===== config.mk =====
export PLATFORM = sky130hd
export DESIGN_NAME = multu_hilo
export DESIGN_NICKNAME = d
export VERILOG_FILES = /design/src/rtl/multu_hilo.sv
export SDC_FILE = /design/constraint.sdc
export NUM_CORES = 1
export LEC_CHECK = 0
export CORE_MARGIN = 5
export CORE_UTILIZATION = 55
export DETAILED_ROUTE_END_ITERATION = 7
export HOLD_SLACK_MARGIN = 0.08
export PLACE_DENSITY = 0.75
export SYNTH_ARGS = -nofsm -noshare
export SYNTH_HDL_FRONTEND = slang
export SYNTH_SLANG_ARGS = --single-unit

===== constraint.sdc =====
create_clock -name clk -period 3.82 [get_ports clk]
set_input_delay 0.573 -clock clk [delete_from_list [all_inputs] [get_ports clk]]
set_output_delay 0.573 -clock clk [all_outputs]
set_load 0.1 [all_outputs]

===== src/rtl/multu_hilo.sv =====
// Sequential unsigned WIDTHxWIDTH shift-add multiplier with a HI/LO register pair.
// The product reaches HI/LO only on the commit strobe; MFHI/MFLO reads are combinational.
module multu_hilo #(
  parameter int          WIDTH        = 32,
  parameter logic [5:0]  MULTU_CODE   = 6'b011001,
  parameter logic [5:0]  HILO_WR_CODE = 6'b111111,
  parameter logic [5:0]  MFHI_CODE    = 6'b010000,
  parameter logic [5:0]  MFLO_CODE    = 6'b010010
) (
  input  logic             clk,
  input  logic             rst,
  input  logic [5:0]       Signal,
  input  logic [WIDTH-1:0] dataA,
  input  logic [WIDTH-1:0] dataB,
  output logic [WIDTH-1:0] dataOut,
  output logic             busy,
  output logic             done,
  output logic             err
);

  typedef enum logic [1:0] {IDLE, BUSY, DONE} state_t;

  localparam logic [5:0] LAST_ITER = 6'(WIDTH);

  state_t               state, state_n;
  logic [2*WIDTH-1:0]   mcand, mcand_n;
  logic [2*WIDTH-1:0]   product, product_n;
  logic [WIDTH-1:0]     mplier, mplier_n;
  logic [WIDTH-1:0]     hi, hi_n, lo, lo_n;
  logic [5:0]           iter, iter_n;
  logic                 err_q, err_n;

  always_ff @(posedge clk) begin
    if (rst) begin
      state   <= IDLE;
      mcand   <= '0;
      product <= '0;
      mplier  <= '0;
      hi      <= '0;
      lo      <= '0;
      iter    <= '0;
      err_q   <= 1'b0;
    end else begin
      state   <= state_n;
      mcand   <= mcand_n;
      product <= product_n;
      mplier  <= mplier_n;
      hi      <= hi_n;
      lo      <= lo_n;
      iter    <= iter_n;
      err_q   <= err_n;
    end
  end

  // Signal protocol: MULTU must be held every cycle of the multiply; the
  // commit strobe is only legal in DONE, anywhere else it pulses err.
  always_comb begin
    state_n   = state;
    mcand_n   = mcand;
    product_n = product;
    mplier_n  = mplier;
    hi_n      = hi;
    lo_n      = lo;
    iter_n    = iter;
    err_n     = 1'b0;
    case (state)
      IDLE: begin
        if (Signal == MULTU_CODE) begin
          // This edge already performs iteration 0 on the fresh operands.
          mcand_n   = {{WIDTH{1'b0}}, dataA} << 1;
          mplier_n  = dataB >> 1;
          product_n = dataB[0] ? {{WIDTH{1'b0}}, dataA} : '0;
          iter_n    = 6'd1;
          state_n   = BUSY;
        end else if (Signal == HILO_WR_CODE) begin
          err_n = 1'b1;
        end
      end
      BUSY: begin
        if (Signal == MULTU_CODE) begin
          product_n = product + (mplier[0] ? mcand : '0);
          mcand_n   = mcand << 1;
          mplier_n  = mplier >> 1;
          iter_n    = iter + 6'd1;
          if (iter_n == LAST_ITER) state_n = DONE;
        end else begin
          err_n   = (Signal == HILO_WR_CODE);
          state_n = IDLE;
        end
      end
      DONE: begin
        if (Signal == HILO_WR_CODE) begin
          hi_n    = product[2*WIDTH-1:WIDTH];
          lo_n    = product[WIDTH-1:0];
          state_n = IDLE;
        end else if (Signal != MULTU_CODE) begin
          state_n = IDLE;
        end
      end
      default: state_n = IDLE;
    endcase
  end

  assign busy = (state == BUSY);
  assign done = (state == DONE);
  assign err  = err_q;

  always_comb begin
    dataOut = '0;
    if (Signal == MFHI_CODE)      dataOut = hi;
    else if (Signal == MFLO_CODE) dataOut = lo;
  end

endmodule

== Word level (Yosys, flattened, before mapping) ==
Cells that the tools add are included.

* Reduce and logical (&&, ||, !) cells: 5
* Equal/unequal tests: 12
* Multiplexer cells: 26
* Add/subtract/negate cells: 2

{| class="wikitable"
|+ Operator list
! kind !! count
|-
| $mux 64 || 5
|-
| $pmux 64 s2 || 2
|-
| $mux 32 || 5
|-
| $add 64x64->64 || 1
|-
| $pmux 32 s2 || 1
|-
| $eq 6x5->1 const B || 3
|-
| $eq 6x6->1 const B || 2
|-
| $mux 6 || 2
|-
| $pmux 6 s2 || 1
|-
| $mux 2 || 5
|-
| $add 6x1->6 const B || 1
|-
| $ne 6x5->1 const B || 1
|-
| $pmux 2 s3 || 1
|-
| $reduce_and 3->1 || 2
|-
| $mux 1 || 3
|-
| $ne 3x1->1 const B || 1
|-
| $ne 3x2->1 const B || 1
|-
| $eq 2x1->1 const B || 1
|-
| $eq 2x2->1 const B || 1
|-
| $logic_not 2->1 || 1
|-
| $ne 2x1->1 const B || 1
|-
| $ne 2x2->1 const B || 1
|-
| $pmux 1 s2 || 1
|-
| $reduce_and 2->1 || 1
|-
| $reduce_bool 2->1 || 1
|}

* Word-level logic and storage cells: 53
* Register bits: 233
* Output and inout bits: 35
* Bits of input ports: 72

== Logic depth before layout (Yosys ltp) ==
Gate-level depths: netlist of the first run.

* Depth after elaboration: 5
* Gate-level depth with buffers: 16
* Mapped depth without buffers: 14

== Worst setup path before layout of the first run ==
No wires, ideal clock.

* Path kind: flip-flop to flip-flop
* Start point: register mplier[0]
* End point: register product[49]
* Data arrival time: 3163 ps
* Clock period less this slack: 3285 ps
* Path buffers: 4
* Slack: 535 ps
* Stages on the path, launching flop included: 17
* Library setup time: 122 ps
* Path through: dfxtp_1 clkbuf_1 clkbuf_1 and2_1 ha_1 buf_6 and3_1 buf_6 and2_4 and3_4 a2111oi_4 o221ai_2 nor2_1 o21ai_2 a31oi_4 mux2i_1 nand3_1

* Word-level cells in the longest chain between the ends: 4

{| class="wikitable"
|+ Ends and longest elaborated chain
! element !! RTL line !! text
|-
| start, declared || 28 || <nowiki>logic [WIDTH-1:0] mplier, mplier_n;</nowiki>
|-
| start signal, assigned || 47 || <nowiki>mplier <= mplier_n;</nowiki>
|-
| $mux 64 || 81 || <nowiki>product_n = product + (mplier[0] ? mcand : '0);</nowiki>
|-
| $add 64x64->64 || 81 ||
|-
| $mux 64 || 80 || <nowiki>if (Signal == MULTU_CODE) begin</nowiki>
|-
| $pmux 64 s2 || 66 || <nowiki>case (state)</nowiki>
|-
| end signal, assigned || 46 || <nowiki>product <= product_n;</nowiki>
|-
| end, declared || 27 || <nowiki>logic [2*WIDTH-1:0] product, product_n;</nowiki>
|}

Every way passes these cells. The select of a mux whose other input is x is not followed.
A chain may end at the register's enable or synchronous reset.

== Final worst setup path of the first run ==
Ends and elaborated chain as after synthesis.

==> impl_metrics.json, run 1 <==
{
  "crit_path_end": "product[49]",
  "final_cells": 2173,
  "core_area_um2": 24320,
  "end_kind": "flop",
  "num_antenna_cells": 0,
  "hold_buffers": 0,
  "status": "complete, no violations",
  "worst_slew_pin_slew_ns": 0.9765,
  "setup_viol": 0,
  "grt_first_pass_wirelength_um": 62690,
  "postRouteAntennaNets": 0,
  "num_vias": 12970,
  "syn_nets": 1942,
  "crit_path_max_fanout": 24,
  "grt_usage_pct": 26.52,
  "wl_per_cell_um": 17.79,
  "timing.rr.end": "product[49]",
  "cp_data_arrival_time_ns": 4.02,
  "cts_buffer_depth": 3,
  "routed_wirelength_um": 38660,
  "layout_common_cells": "395 x nand2_1, 230 x dfxtp_1, 168 x nor2_1",
  "cts_setup_buffers": 0,
  "r2r_cells": 13,
  "synth_edf_count": 0,
  "ys_ff_latch": 231,
  "grt-ovfl-total": 0,
  "synth-seq-area-share_pct": 34.08,
  "initial_utilization_pct": 55.79,
  "first_global_vias": 12390,
  "synth_area_leaders": "dfxtp_1 34%, nand2_1 11%, a21oi_1 6.0%",
  "layout.cells.most_common": "nand2_1",
  "cts_tree": "yes",
  "fmax_mhz": 277.7,
  "power.density_nw_per_um2": 316.7,
  "die_area_um2": 27910,
  "clk_pin_slew_ns": 0.06,
  "min_period_over_period_pct": 94.27,
  "max-slew-margin-rel_pct": 34.69,
  "maxCapViolations": 0,
  "stdcell_area_um2": 15850,
  "synth_warnings": 0,
  "clock_latency_ns": 0.54,
  "hp-class": "flop to flop",
  "reg2reg_from": "mplier[0]",
  "synthFlopType": "dfxtp_1",
  "async_reset_ff_share_pct": 0,
  "drive_gt1_share_pct": 8.058,
  "rows": 57,
  "yosysTopAreaCellShare_pct": 34.08,
  "grt_max_degree": 139,
  "fillers": 2189,
  "synth_area_um2": 13570,
  "placed_cells": 2127,
  "avgSynthCellArea_um2": 7.513,
  "htreeDepth": 1,
  "fin_setup_tns_ns": 0,
  "rsz0062_at_grt": "false",
  "ff2ff_setup_slack_ns": 0.22,
  "post-synth-top-area-cell": "dfxtp_1",
  "place_hpwl_um": 27450,
  "die_h_um": 167.1,
  "numCtsBuffers": 25,
  "firstDrtPassIters": 6,
  "nets": 1966,
  "port-buffer-count": 106,
  "slew_violations": 0,
  "power_leakage_nw": 5.965,
  "antenna_found_initial": 1,
  "cp-startpoint": "mplier[0]",
  "start_kind": "flop",
  "vdd_drop_max_uv": 277.8,
  "syn_to_final_growth_pct": 16.83,
  "cts_num_sinks": 231,
  "viasPerCell": 5.968,
  "finalHoldViolCount": 0,
  "io_pins": 107,
  "yosys.cell_types.count": 79,
  "crit_type": "flop to flop",
  "syn-instance-count": 1806,
  "fin_skew_ns": 0.02275,
  "place_congestion": 0.9350,
  "drt-initial-drc-count": 932,
  "drc": 0,
  "period_minus_slack_ns": 3.601,
  "crit_required_ns": 4.24,
  "place_area_um2": 15060,
  "die_w_um": 167.1,
  "cts-root-buf": "clkbuf_16"
}
==> final cells by class <==
class / count / area, um2 / share of cell area [%]
Clock buffer: 37 / 730.7 / 4.610
Clock inverter: 9 / 62.56 / 0.3947
Inverter: 17 / 63.81 / 0.4026
Multi-Input combinational cell: 1416 / 8293 / 52.32
Sequential cell: 231 / 4626 / 29.18
Tap cell: 324 / 405.4 / 2.557
Timing Repair Buffer: 139 / 1670 / 10.54
==> how the worst min path moves through the flow <==
stage / startpoint / to / slack (ns) / cells after the start
4_1_cts: hi[10] / hi[10] / 0.45 / 2
3_5_place_dp: hi[10] / hi[10] / 0.45 / 2
6_report: lo[15] / lo[15] / 0.45 / 2
3_3_place_gp: hi[0] / hi[0] / 0.44 / 2
5_1_grt: lo[0] / lo[0] / 0.47 / 2
2_1_floorplan: product[0] / lo[0] / 0.43 / 2
==> synthesized netlist by cell type, types with 7 or more instances <==
master,count
and3_1,10
a221oi_1,8
nor3_1,23
a21oi_1,164
a22oi_1,8
nor2b_1,7
o211ai_1,8
buf_2,12
nand4_1,14
dfxtp_1,231
nand3_1,79
xor2_1,23
and2_1,63
ha_1,63
nand2_1,396
nor2_1,170
a31oi_1,15
nand2b_1,8
o21a_1,11
a211oi_1,8
clkbuf_1,115
o21ai_1,7
xnor2_1,29
inv_1,16
mux2i_1,38
o21bai_1,10
o21ai_0,59
a21o_1,34
a311oi_1,86
==> per-layer routing <==
layer	vias to the layer above	track usage (%)	share of wire, %
met5	-	0	0.034
met4	2	6.724	2.4
met3	61	3.863	5.7
met2	358	44.19	47
met1	6138	36.28	45
li1	6410	-	-
==> worst max-delay path, stage by stage (launching register included) <==
cell       delay, ns
dfxtp_2         0.52
buf_4           0.33
and2_1          0.16
ha_1            0.32
and3_1          0.25
and2_4          0.14
and3_4          0.18
a2111oi_4       0.45
o221ai_2        0.19
nor2_1          0.24
o21ai_2         0.14
a31oi_4         0.24
mux2i_1         0.23
nand3_1         0.09
==> power by group <==
| part | internal, mW | switching (mW) |
|---|---|---|
| logic | 0.104 | 0.126 |
| clock network | 1.33 | 1.03 |
| registers | 2.42 | 0.0117 |
| total | 3.86 | 1.16 |
==> per-stage QoR <==
stage / hold slack (ns) / utilization, % / setup WS, ns / total power [mW]
6_report: 0.4527 / 65.18 / 0.2190 / 5.021
5_1_grt: 0.4719 / 65.18 / 0.002565 / 5.177
4_1_cts: 0.4547 / 65.18 / 0.2093 / 5.049
3_5_place_dp: 0.4460 / 61.91 / 0.01560 / 2.715
3_3_place_gp: 0.4414 / 61.91 / 0.1358 / 2.713
2_1_floorplan: 0.4284 / - / 0.5349 / 2.598
==> logic make-up after synthesis <==
| kind of cell | after synthesis | synth area share (%) |
|---|---|---|
| mux | 38 | 2.803 |
| compound gates | 466 | 23.29 |
| buf+inv | 159 | 4.943 |
| fa+ha+maj | 64 | 5.957 |
| xor+xnor | 52 | 3.357 |
| flops | 231 | 34.08 |
| simple gates | 796 | 25.56 |
==> state kept, by name, indices dropped and copies added, names as in the netlist <==
register  flops
state         2
product      64
mcand        63
err           1
hi           32
lo           32
mplier       31
iter          6
==> what timing repair did <==
action                     4_1_cts  5_1_grt
gates resized for setup          1        0
setup endpoints to repair        1        0
hold endpoints to repair         0        0
(Power assumes the default switching activity.)
==> inputs of run 2 (changes only) <==
--- a/config.mk
+++ b/config.mk
@@ -6,10 +6,10 @@
 export NUM_CORES = 1
 export LEC_CHECK = 0
 export CORE_MARGIN = 5
-export CORE_UTILIZATION = 55
+export CORE_UTILIZATION = 54
 export DETAILED_ROUTE_END_ITERATION = 7
 export HOLD_SLACK_MARGIN = 0.08
-export PLACE_DENSITY = 0.75
+export PLACE_DENSITY = 0.77
 export SYNTH_ARGS = -nofsm -noshare
 export SYNTH_HDL_FRONTEND = slang
 export SYNTH_SLANG_ARGS = --single-unit
==> constraint.sdc (replaced) <==
create_clock -name clk -period 3.3 [get_ports clk]
set_input_delay 0.495 -clock clk [delete_from_list [all_inputs] [get_ports clk]]
set_output_delay 0.495 -clock clk [all_outputs]
set_load 0.1 [all_outputs]
==> run 2 against run 1 <==
Net effect:
- worst setup slack got worse by 0.17 ns
- first-iteration DRC count grew 2.6%
- worst hold slack worse by 0.20 ns
- largest power group is now the clock network
- via count grew 5.2%
- critical endpoint is now product[63]
- clock-buffer cell count fell by 5
- final area grew 9.3%
- largest cell class unchanged
- critical path depth is 2 higher
==> impl_metrics.json, run 2 (synthesis results as in run 1) <==
{
  "status": "complete, no violations",
  "die_h_um": 168.5,
  "end_kind": "flop",
  "min_period_over_period_pct": 98.38,
  "ff2ff_setup_slack_ns": 0.05,
  "fmax_mhz": 308.0,
  "cts_num_sinks": 231,
  "numCtsBuffers": 26,
  "slew_violations": 0,
  "grt_first_pass_wirelength_um": 65280,
  "maxCapViolations": 0,
  "hold_start": "rst",
  "nets": 2077,
  "place_congestion": 0.9645,
  "num_vias": 13640,
  "grt-ovfl-total": 0,
  "first_global_vias": 12910,
  "hp-class": "input pin to flop",
  "grt_usage_pct": 27.35,
  "htreeDepth": 1,
  "fin_skew_ns": 0.01568,
  "routed_wirelength_um": 40690,
  "crit_path_max_fanout": 9,
  "hold_buffers": 0,
  "power_leakage_nw": 6.595,
  "drt-initial-drc-count": 956,
  "rows": 58,
  "finalHoldViolCount": 0,
  "drive_gt1_share_pct": 15.77,
  "core_area_um2": 24960,
  "cts_tree": "yes",
  "vdd_drop_max_uv": 751.7,
  "num_antenna_cells": 0,
  "whs_path_depth": 2,
  "wl_per_cell_um": 17.78,
  "largest_reg_flops": 64,
  "clk_pin_slew_ns": 0.06,
  "die_area_um2": 28400,
  "regMostFlops": "product",
  "io_pins": 107,
  "cts-root-buf": "clkbuf_16",
  "final_cells": 2289,
  "fin_setup_tns_ns": 0,
  "reg2reg_from": "mplier[0]",
  "start_kind": "flop",
  "setup_viol": 0,
  "r2r_cells": 15,
  "worst_slew_pin_slew_ns": 1.078,
  "die_w_um": 168.5,
  "place_hpwl_um": 28980,
  "port-buffer-count": 106,
  "antenna_found_initial": 1,
  "layout_common_cells": "395 x nand2_1, 230 x dfxtp_1, 167 x nor2_1",
  "placed_cells": 2235,
  "cts_buffer_depth": 3,
  "viasPerCell": 5.959,
  "period_minus_slack_ns": 3.246,
  "clock_latency_ns": 0.55,
  "syn_to_final_growth_pct": 27.75,
  "crit_type": "flop to flop",
  "largestRegisters": "product (64), mcand (63)",
  "initial_utilization_pct": 54.35,
  "timing.rr.end": "product[63]",
  "drc": 0,
  "max-slew-margin-rel_pct": 28.12,
  "layout.cells.most_common": "nand2_1",
  "min_to": "mcand[27]",
  "cp_data_arrival_time_ns": 3.73,
  "rsz0062_at_grt": "true",
  "grt_max_degree": 101,
  "firstDrtPassIters": 5,
  "power.density_nw_per_um2": 368.8,
  "postRouteAntennaNets": 0,
  "crit_required_ns": 3.78
}
-- run 2: layer usage --
metal	GRT usage (%)	vias to the layer above	share of wire [%]
met1	37.41	6456	45
met4	8.010	2	2.7
met2	44.69	452	46
li1	-	6650	-
met3	4.577	81	6.4
met5	0	-	0.017
-- run 2: per-stage QoR --
stage / utilization, % / worst slack [ns] / power, mW / hold slack [ns] / instance area (um2)
6_report: 69.43 / 0.05353 / 6.393 / 0.2525 / 17330
3_3_place_gp: 63.51 / -0.1477 / 3.154 / 0.4395 / 15860
5_1_grt: 69.43 / -0.1239 / 6.583 / 0.2425 / 17330
2_1_floorplan: - / 0.01488 / 3.007 / 0.4284 / 13570
4_1_cts: 68.23 / -0.005537 / 6.428 / 0.2277 / 17030
3_5_place_dp: 63.51 / -0.2141 / 3.157 / 0.4464 / 15860
-- run 2: final cells by class --
class                           instances  area (um2)
Inverter                               17       63.81
Multi-Input combinational cell       1416        8711
Clock inverter                         14       266.5
Tap cell                              330       412.9
Timing Repair Buffer                  249        2537
Clock buffer                           32       713.2
Sequential cell                       231        4628
Fill cell                            2073        7631
-- run 2: timing repair --
item,4_1_cts,5_1_grt
endpoints found under the setup margin,17,21
gates resized for setup,27,44
pin swaps,15,16
setup buffers,4,4
-- run 2: worst max path at each step --
stage	from	endpoint	slack [ns]
after floorplan	mplier[0]	product[49]	0.01
after global placement	mplier[0]	product[63]	-0.15
after detailed placement	mplier[0]	product[63]	-0.21
after CTS	mplier[0]	product[57]	-0.006
after global routing	mplier[0]	product[63]	-0.12
final	mplier[0]	product[63]	0.05
-- run 2: where the power goes --
| group | internal [mW] | switching [mW] | total (mW) |
|---|---|---|---|
| registers | 2.80 | 0.0134 | 2.82 |
| clock network | 2.08 | 1.21 | 3.29 |
| logic | 0.132 | 0.155 | 0.287 |
| total | 5.02 | 1.38 | 6.39 |
-- run 2: worst max-delay path, cell delays in order, from the launching register on --
cell and delay, ns:
dfxtp_4 0.37, buf_4 0.17, and2_1 0.16, ha_1 0.32
buf_4 0.15, o21a_1 0.17, o211ai_1 0.28, a21oi_2 0.09
o211ai_1 0.24, buf_4 0.16, a21oi_1 0.12, o21ai_2 0.22
a21oi_2 0.09, or3_1 0.33, a21oi_2 0.16, a2bb2oi_2 0.14
